==> src/rtl/datapath_gen.sv <==
// datapath_gen: WIDTH-bit single-bus datapath with NREG registers (top one is the PC), A, G + flags, memory regs.
// Optional iterative shift-add multiplier is built when DATAPATH_GEN_MUL_EN is defined.
module datapath_gen #(
    parameter int WIDTH = 9,
    parameter int NREG  = 8,
    localparam int SW   = $clog2(NREG + 3)
) (
    input  logic             clk,
    input  logic             rst,
    input  logic [WIDTH-1:0] din,
    input  logic [NREG-1:0]  rin,
    input  logic [SW-1:0]    src_sel,
    input  logic             ain,
    input  logic             gin,
    input  logic [1:0]       alu_op,
    input  logic             addr_in,
    input  logic             dout_in,
    input  logic             w_d,
    input  logic             incr_pc,
    input  logic             mul_start,
    output logic [WIDTH-1:0] bus,
    output logic [WIDTH-1:0] a,
    output logic [WIDTH-1:0] g,
    output logic [WIDTH-1:0] addr,
    output logic [WIDTH-1:0] dout,
    output logic [WIDTH-1:0] pc,
    output logic             w,
    output logic             flag_z,
    output logic             flag_n,
    output logic             flag_c,
    output logic             mul_busy,
    output logic             mul_done
);

    logic [WIDTH-1:0] r [NREG];
    logic [WIDTH-1:0] p;
    logic [WIDTH:0]   alu_res;
    logic             alu_c;

    // Single-source bus; unused select codes drive zero
    always_comb begin
        bus = '0;
        for (int unsigned i = 0; i < NREG; i++) begin
            if (src_sel == SW'(i)) bus = r[i];
        end
        if (src_sel == SW'(NREG))     bus = g;
        if (src_sel == SW'(NREG + 1)) bus = din;
        if (src_sel == SW'(NREG + 2)) bus = p;
    end

    always_comb begin
        alu_res = '0;
        alu_c   = 1'b0;
        unique case (alu_op)
            2'b00: begin
                alu_res = {1'b0, a} + {1'b0, bus};
                alu_c   = alu_res[WIDTH];
            end
            2'b01: begin
                alu_res = {1'b0, a} - {1'b0, bus};
                alu_c   = ~alu_res[WIDTH];
            end
            2'b10:   alu_res = {1'b0, a & bus};
            default: alu_res = {1'b0, bus};
        endcase
    end

    always_ff @(posedge clk) begin
        if (rst) begin
            for (int unsigned i = 0; i < NREG; i++) r[i] <= '0;
            a      <= '0;
            g      <= '0;
            addr   <= '0;
            dout   <= '0;
            w      <= 1'b0;
            flag_z <= 1'b0;
            flag_n <= 1'b0;
            flag_c <= 1'b0;
        end else begin
            for (int unsigned i = 0; i < NREG - 1; i++) begin
                if (rin[i]) r[i] <= bus;
            end
            if (rin[NREG-1])  r[NREG-1] <= bus;
            else if (incr_pc) r[NREG-1] <= r[NREG-1] + WIDTH'(1);
            if (ain)     a    <= bus;
            if (addr_in) addr <= bus;
            if (dout_in) dout <= bus;
            w <= w_d;
            if (gin) begin
                g      <= alu_res[WIDTH-1:0];
                flag_z <= (alu_res[WIDTH-1:0] == '0);
                flag_n <= alu_res[WIDTH-1];
                flag_c <= alu_c;
            end
        end
    end

    assign pc = r[NREG-1];

`ifdef DATAPATH_GEN_MUL_EN
    typedef enum logic [1:0] {IDLE, RUN, DONE} mul_state_t;
    localparam int CW = $clog2(WIDTH + 1);

    mul_state_t       state, state_nx;
    logic [WIDTH-1:0] mcand, mplier, acc, acc_nx;
    logic [CW-1:0]    cnt;
    logic             last_iter;

    assign acc_nx    = acc + (mplier[0] ? mcand : '0);
    assign last_iter = (cnt == CW'(WIDTH - 1));

    always_ff @(posedge clk) begin
        if (rst) state <= IDLE;
        else     state <= state_nx;
    end

    always_comb begin
        state_nx = state;
        mul_busy = 1'b0;
        mul_done = 1'b0;
        unique case (state)
            IDLE: if (mul_start) state_nx = RUN;
            RUN: begin
                mul_busy = 1'b1;
                if (last_iter) state_nx = DONE;
            end
            DONE: begin
                mul_done = 1'b1;
                state_nx = mul_start ? RUN : IDLE;
            end
            default: state_nx = IDLE;
        endcase
    end

    // Operands are captured only outside RUN, so a start during RUN is ignored
    always_ff @(posedge clk) begin
        if (rst) begin
            mcand  <= '0;
            mplier <= '0;
            acc    <= '0;
            cnt    <= '0;
            p      <= '0;
        end else if (state == RUN) begin
            acc    <= acc_nx;
            mcand  <= mcand << 1;
            mplier <= mplier >> 1;
            cnt    <= cnt + CW'(1);
            if (last_iter) p <= acc_nx;
        end else if (mul_start) begin
            mcand  <= a;
            mplier <= bus;
            acc    <= '0;
            cnt    <= '0;
        end
    end
`else
    logic unused_mul_start;

    assign unused_mul_start = mul_start;
    assign p        = '0;
    assign mul_busy = 1'b0;
    assign mul_done = 1'b0;
`endif

endmodule

==> config.mk <==
export PLATFORM = sky130hd
export DESIGN_NAME = datapath_gen
export DESIGN_NICKNAME = d
export VERILOG_FILES = /design/src/rtl/datapath_gen.sv
export SDC_FILE = /design/constraint.sdc
export NUM_CORES = 1
export LEC_CHECK = 0
export BUFFER_PORTS_ARGS = -buffer_cell sky130_fd_sc_hd__buf_2
export CAP_MARGIN = 10
export CORE_MARGIN = 2
export CORE_UTILIZATION = 40
export DETAILED_ROUTE_END_ITERATION = 10
export PLACE_DENSITY = 0.73
export SETUP_SLACK_MARGIN = 0.2
export SYNTH_ARGS = -nofsm -noshare
export SYNTH_HDL_FRONTEND = slang
export SYNTH_SLANG_ARGS = --single-unit
==> constraint.sdc <==
create_clock -name clk -period 4.5 [get_ports clk]
set_input_delay 0.9 -clock clk [delete_from_list [all_inputs] [get_ports clk]]
set_output_delay 0.9 -clock clk [all_outputs]
set_load 0.02 [all_outputs]
# Word-level counts from Yosys, hierarchy flattened
# Memory sizes are Yosys's and may differ from the RTL's.
# Index checks and enable logic that the tools add are counted.
dict set report classes {
  n_addsub 3
  eq_ne 12
  muxes 52
  n_bitwise 11
  reduce_logical 3
}
# cell n
set ops {}
lappend ops {{two-way mux 9 bit} 20}
lappend ops {{two-way mux 1 bit} 30}
lappend ops {{one-hot mux 9 bit (3 select lines)} 1}
lappend ops {{== test 4 x 3 -> 1 bit, second input constant} 4}
lappend ops {{== test 4 bit, second input constant} 3}
lappend ops {{adder 9 x 9 -> 10 bit} 1}
lappend ops {{subtractor 9 x 9 -> 10 bit} 1}
lappend ops {{adder 9 x 1 -> 9 bit, second input constant} 1}
lappend ops {{AND 9 bit} 1}
lappend ops {{zero test 9 bit} 1}
lappend ops {{OR 1 bit} 9}
lappend ops {{== test 4 x 2 -> 1 bit, second input constant} 2}
lappend ops {{== test 4 x 1 -> 1 bit, second input constant} 1}
lappend ops {{zero test 4 bit} 1}
lappend ops {{== test 2 x 1 -> 1 bit, second input constant} 1}
lappend ops {{== test 2 bit, second input constant} 1}
lappend ops {{zero test 2 bit} 1}
lappend ops {{one-hot mux 1 bit (2 select lines)} 1}
lappend ops {{inverter 1 bit} 1}
dict set report word_totals {
  register_bits 40
  ram_bits 72
  in_bits 32
  elab_cells 90
  memories 1
}
# name depth width read_ports rd_ports_with_merged_regs write_ports line_no
set mem_list {}
lappend mem_list {r 8 9 8 0 8 35} ;# logic [WIDTH-1:0] r [NREG];

# Logic depth before layout (Yosys ltp)
dict set report depth {
  word_depth 15
  depth_mapped 17
  depth_no_buf 14
}

# Worst setup path before layout
# Ideal clock, no wire load.
dict set report synth_path {
  kind {in2reg}
  startpoint {in src_sel[0]}
  endpoint {reg flag_z}
  setup_ns 0.088
  arrival_time_ns 4.597
  setup_slack_ns -0.185
  stages 17
  cell_sequence {buf_2 -> buf_2 -> buf_2 -> mux2i_1 -> o32ai_1 -> nor4_1 -> nor2_1 -> ha_1 -> inv_1 -> fa_1 -> nand3_1 -> a21oi_1 -> or2_0 -> or3_1 -> a2111oi_0 -> o2111ai_1 -> o32ai_2}
}
dict set report synth_between {
  elab_chain_cells 15
}
# item line_no
set synth_lines {}
lappend synth_lines {{start, declared} 12} ;# input logic [SW-1:0] src_sel,
lappend synth_lines {{zero test 4 bit} 44} ;# if (src_sel == SW'(i)) bus = r[i];
lappend synth_lines {{two-way mux 9 bit (8 in a row)} 44}
lappend synth_lines {{two-way mux 9 bit} 46} ;# if (src_sel == SW'(NREG)) bus = g;
lappend synth_lines {{two-way mux 9 bit} 47} ;# if (src_sel == SW'(NREG + 1)) bus = din;
lappend synth_lines {{two-way mux 9 bit (*)} 48} ;# if (src_sel == SW'(NREG + 2)) bus = p;
lappend synth_lines {{via bus[0]} 21} ;# output logic [WIDTH-1:0] bus,
lappend synth_lines {{subtractor 9 x 9 -> 10 bit, or another cell as far along} 60} ;# alu_res = {1'b0, a} - {1'b0, bus};
lappend synth_lines {{one-hot mux 9 bit (3 select lines) (*)} 54} ;# unique case (alu_op)
lappend synth_lines {{zero test 9 bit (*)} 91} ;# flag_z <= (alu_res[WIDTH-1:0] == '0);
lappend synth_lines {{end signal, assigned} 91}
lappend synth_lines {{end, declared} 28} ;# output logic flag_z,
# The timed path passes the listed nets; every way through them passes the cells marked *.
# A chain may end at the register's enable or synchronous reset.

# Final worst setup path
dict set report layout_path {
  startpoint {in src_sel[2]}
  endpoint {reg flag_z}
}
dict set report layout_between {
  elab_chain_cells 15
}
# item line_no
set layout_lines {}
lappend layout_lines {{zero test 4 bit} 44}
lappend layout_lines {{two-way mux 9 bit (8 in a row)} 44}
lappend layout_lines {{two-way mux 9 bit} 46}
lappend layout_lines {{two-way mux 9 bit} 47}
lappend layout_lines {{two-way mux 9 bit (*)} 48}
lappend layout_lines {{subtractor 9 x 9 -> 10 bit, or another cell as far along} 60}
lappend layout_lines {{one-hot mux 9 bit (3 select lines) (*)} 54}
lappend layout_lines {{zero test 9 bit (*)} 91}
# Every way passes the cells marked *; elsewhere a longest branch is shown, timed or not.

==> metrics.txt <==
# TYPE chip_impl_metric gauge
chip_impl_metric{name="finalPower",unit="mW"} 2.50
chip_impl_metric{name="totalWireLength",unit="mm"} 16.9
chip_impl_info{name="crit_path_end_kind",value="flop"} 1
chip_impl_metric{name="grt.overflow.total",unit=""} 0
chip_impl_metric{name="regArea",unit="µm²"} 2940
chip_impl_metric{name="async_set_or_reset_register_ratio_after_synthesis",unit=""} 0
chip_impl_info{name="hold_path_end",value="addr[4]"} 1
chip_impl_metric{name="row_count",unit=""} 45
chip_impl_metric{name="finalSetupViolations",unit=""} 0
chip_impl_metric{name="post_synth_fa_ha_maj_area_fraction",unit=""} 0.0447
chip_impl_metric{name="remaining_drc_errors",unit=""} 0
chip_impl_metric{name="power.leakage",unit="nW"} 3.14
chip_impl_metric{name="area_delta_synth_final",unit="%"} 16.3
chip_impl_metric{name="pwr_density_cell",unit="nW/µm²"} 346
chip_impl_metric{name="antenna_violations_before_repair",unit=""} 0
chip_impl_metric{name="post_cts.repair.setup_buffers",unit=""} 0
chip_impl_info{name="synth_top_family_by_area",value="simple AND/OR/NAND/NOR gates"} 1
chip_impl_info{name="hold_path_class",value="flop to flop"} 1
chip_impl_metric{name="pin_count_of_the_biggest_net_entering_global_routing",unit=""} 49
chip_impl_metric{name="n_fill_cell",unit=""} 1408
chip_impl_metric{name="core_area",unit="µm²"} 15200
chip_impl_info{name="holdCritStartpoint",value="addr[4]"} 1
chip_impl_metric{name="critical_path_required",unit="ns"} 4.78
chip_impl_metric{name="syn_area",unit="µm²"} 6220
chip_impl_metric{name="vias_per_cell",unit=""} 5.59
chip_impl_metric{name="antenna_cells_inserted",unit=""} 0
chip_impl_info{name="tritoncts",value="done"} 1
chip_impl_metric{name="ys_ff_latch",unit=""} 111
chip_impl_metric{name="antenna_violating_nets_post_route",unit=""} 0
chip_impl_metric{name="critPathMaxFanout",unit=""} 16
chip_impl_metric{name="numCtsBuffers",unit=""} 9
chip_impl_metric{name="cts.clk_slew.worst_paths",unit="ns"} 0.07
chip_impl_metric{name="synthesis.instances",unit=""} 604
chip_impl_metric{name="placer_s_final_routability_congestion_estimate",unit=""} 0.878
chip_impl_info{name="ctsRootBufferMaster",value="clkbuf_16"} 1
chip_impl_metric{name="worst_skew_pair.late_latency",unit="ns"} 0.37
chip_impl_metric{name="postLayoutCoreUtil",unit=""} 0.476
chip_impl_metric{name="max_freq",unit="MHz"} 243
chip_impl_info{name="run_status",value="complete, no violations"} 1
chip_impl_info{name="r2r_end",value="flag_z"} 1
chip_impl_metric{name="basic_gate_share_of_the_synthesized_area_counting_and_or_nand_and_nor_cells",unit=""} 0.187
chip_impl_metric{name="place.detailed.instances",unit=""} 866
chip_impl_metric{name="cts_max_level",unit=""} 3
chip_impl_info{name="critical_path_start_end_classification",value="input pin to flop"} 1
chip_impl_metric{name="vias",unit=""} 4921
chip_impl_metric{name="numClockSinks",unit=""} 111
chip_impl_metric{name="holdWs",unit="ns"} 0.480
chip_impl_metric{name="syn_area_per_cell",unit="µm²"} 10.3
chip_impl_metric{name="first_global_vias",unit=""} 4813
chip_impl_metric{name="buffer_ports.inserted",unit=""} 88
chip_impl_metric{name="grt_util_all_layers",unit=""} 0.208
chip_impl_metric{name="worstRegToRegCells",unit=""} 12
chip_impl_metric{name="slew_headroom",unit=""} 0.376
chip_impl_metric{name="slew_violations",unit=""} 0
chip_impl_info{name="unrepaired_setup_endpoints_after_global_routing",value="yes"} 1
chip_impl_metric{name="ys_types",unit=""} 66
chip_impl_metric{name="area_of_the_multi_input_gates",unit="µm²"} 2980
chip_impl_metric{name="irDropWorstVdd",unit="V"} 0.000165
chip_impl_metric{name="max-clock-path-buffers",unit=""} 2
chip_impl_metric{name="design.die.area",unit="µm²"} 16600
chip_impl_metric{name="synth-seq-area-share",unit=""} 0.473
chip_impl_metric{name="nNetsFinal",unit=""} 742
chip_impl_metric{name="starting_density",unit=""} 0.409
chip_impl_metric{name="tns",unit="ns"} 0
chip_impl_metric{name="hold_violations",unit=""} 0
chip_impl_metric{name="worst_hold_path.num_cells",unit=""} 2
chip_impl_metric{name="synth_compound_area_frac",unit=""} 0.138
chip_impl_metric{name="drive_gt1_frac",unit=""} 0.240
chip_impl_metric{name="post_drt_wl_per_cell",unit="µm"} 19.2
chip_impl_metric{name="drt_pre_antenna_iters",unit=""} 4
chip_impl_metric{name="synth.area.mux_share",unit=""} 0.0898
chip_impl_metric{name="reg2reg_slack",unit="ns"} 0.76
chip_impl_metric{name="ioPinCount",unit=""} 92
chip_impl_metric{name="wire_length_of_the_first_global_routing_pass",unit="mm"} 26.0
chip_impl_metric{name="period_share",unit=""} 0.913
chip_impl_info{name="dominantRegCellSynth",value="edfxtp_1"} 1
chip_impl_metric{name="synthXorXnorAreaFrac",unit=""} 0.0155
chip_impl_metric{name="count_of_flip_flops_with_a_built_in_enable_after_synthesis",unit=""} 72
chip_impl_metric{name="synthesis.yosys.warnings",unit=""} 0
chip_impl_metric{name="max_cap_viols",unit=""} 0
chip_impl_info{name="timing.rr.start",value="r[1][28]"} 1
chip_impl_metric{name="detailedRoute.firstIterationViolations",unit=""} 447
chip_impl_metric{name="finalNonFillerCells",unit=""} 881
chip_impl_metric{name="cp.arrival",unit="ns"} 4.39
chip_impl_metric{name="post_detail_place_hpwl",unit="mm"} 12.5
chip_impl_metric{name="tightestPinTransition",unit="ns"} 0.929
chip_impl_metric{name="floorplan.die.width",unit="µm"} 129
chip_impl_metric{name="floorplan.die.height",unit="µm"} 129
chip_impl_info{name="launching_element_type_of_the_critical_path",value="input pin"} 1
chip_impl_metric{name="min_period",unit="ns"} 4.11
chip_impl_metric{name="clock-skew-final",unit="ns"} 0.0111
[what timing repair did]
action	4_1_cts	5_1_grt
endpoints found under the setup margin	0	2
hold endpoints to repair	0	0
hold buffers	0	0
gates resized for setup	0	2
[synthesized netlist by cell type (11+ instances only)]
master / count / area, µm²
edfxtp_1: 72 / 2160
a211oi_1: 23 / 173
ha_1: 19 / 238
and2_1: 58 / 363
inv_1: 16 / 60.1
a21oi_1: 21 / 105
nand3_1: 11 / 55.1
dfxtp_1: 39 / 781
clkbuf_1: 30 / 113
mux2i_1: 40 / 400
buf_4: 13 / 97.6
nand2b_1: 12 / 75.1
nand2_1: 21 / 78.8
nor2_1: 77 / 289
[state kept, by name (all words and copies together), names as in the netlist]
name and count:
w 1, addr 9, dout 9, a 9, r 72, flag_c 1, flag_z 1, g 9
[where the power goes]
group	leakage (nW)	switching (mW)	internal, mW
Clock	0.141	0.401	0.388
Combinational	1.88	0.312	0.203
Sequential	1.12	0.0439	1.16
[kinds of logic (layout without fill, tap and decap cells)]
kind of cell / Yosys count / count (layout)
other: 1 / 2
flip-flops: 111 / 111
AO/OA/AOI/OAI: 115 / 115
XOR/XNOR: 11 / 11
AND/OR/NAND/NOR: 226 / 226
multiplexers: 48 / 48
adder cells (fa/ha/maj): 21 / 21
buffers and inverters: 71 / 159
[layout by cell type (no fill, tap or decap), types with 3 or more instances in the layout]
master	n
buf_2	88
nor2_1	76
edfxtp_1	72
and2_1	58
mux2i_1	40
dfxtp_1	39
buf_4	33
a211oi_1	23
a21oi_1	21
nand2_1	21
ha_1	19
inv_1	16
nand2b_1	11
nand3_1	11
nor3_1	10
nor2b_1	9
clkbuf_16	9
o21ai_0	8
o211ai_1	8
xnor2_1	8
or2_2	7
mux4_2	6
inv_2	6
or3_1	6
o21ai_1	6
o32ai_1	5
o311ai_1	4
o31a_1	4
nor3b_1	3
a21o_1	3
a2111oi_1	3
a31oi_1	3
o21a_1	3
xor2_1	3
inv_6	3
[layout make-up]
| cell class | instances | share of cell area |
|---|---|---|
| Timing Repair Buffer | 122 | 0.0980 |
| Inverter | 22 | 0.0114 |
| Sequential cell | 111 | 0.407 |
| Clock inverter | 6 | 0.00796 |
| Multi-Input combinational cell | 423 | 0.412 |
| Clock buffer | 9 | 0.0312 |
| Tap cell | 188 | 0.0325 |
[how the worst max path moves through the flow]
stage | slack (ns) | start | to | cells past startpoint
after floorplan | 0.24 | src_sel[0] | flag_z | 17
after global placement | 0.11 | src_sel[2] | flag_z | 14
after detailed placement | 0.06 | src_sel[2] | flag_z | 14
after CTS | 0.42 | src_sel[2] | flag_z | 14
after global routing | 0.17 | src_sel[2] | g[7] | 15
final | 0.39 | src_sel[2] | flag_z | 16
[layer usage]
metal / vias to the layer above / GRT usage / part of all wire
met4: 0 / 0.0870 / 0.031
met3: 28 / 0.0424 / 0.062
met2: 186 / 0.334 / 0.47
li1: 2328 / - / -
met5: - / 0 / 0
met1: 2379 / 0.275 / 0.44
[metrics by stage]
stage / setup slack (ns) / area [µm²]
after global placement: 0.107 / 6940
after floorplan: 0.245 / 6240
after detailed placement: 0.0637 / 6940
after CTS: 0.424 / 7230
final: 0.391 / 7230
after global routing: 0.173 / 7230
[critical path, stage by stage]
cell       delay (ns)
buf_2            0.21
buf_4            0.19
or3_1            0.30
o32ai_1          0.18
nor4_2           0.11
nor2_4           0.17
ha_1             0.20
inv_1            0.06
fa_1             0.40
nand3_1          0.12
a21oi_1          0.09
or2_0            0.24
or3_1            0.40
a2111oi_1        0.41
o2111ai_1        0.18
o32ai_2          0.22
(Power assumes the default switching activity.)
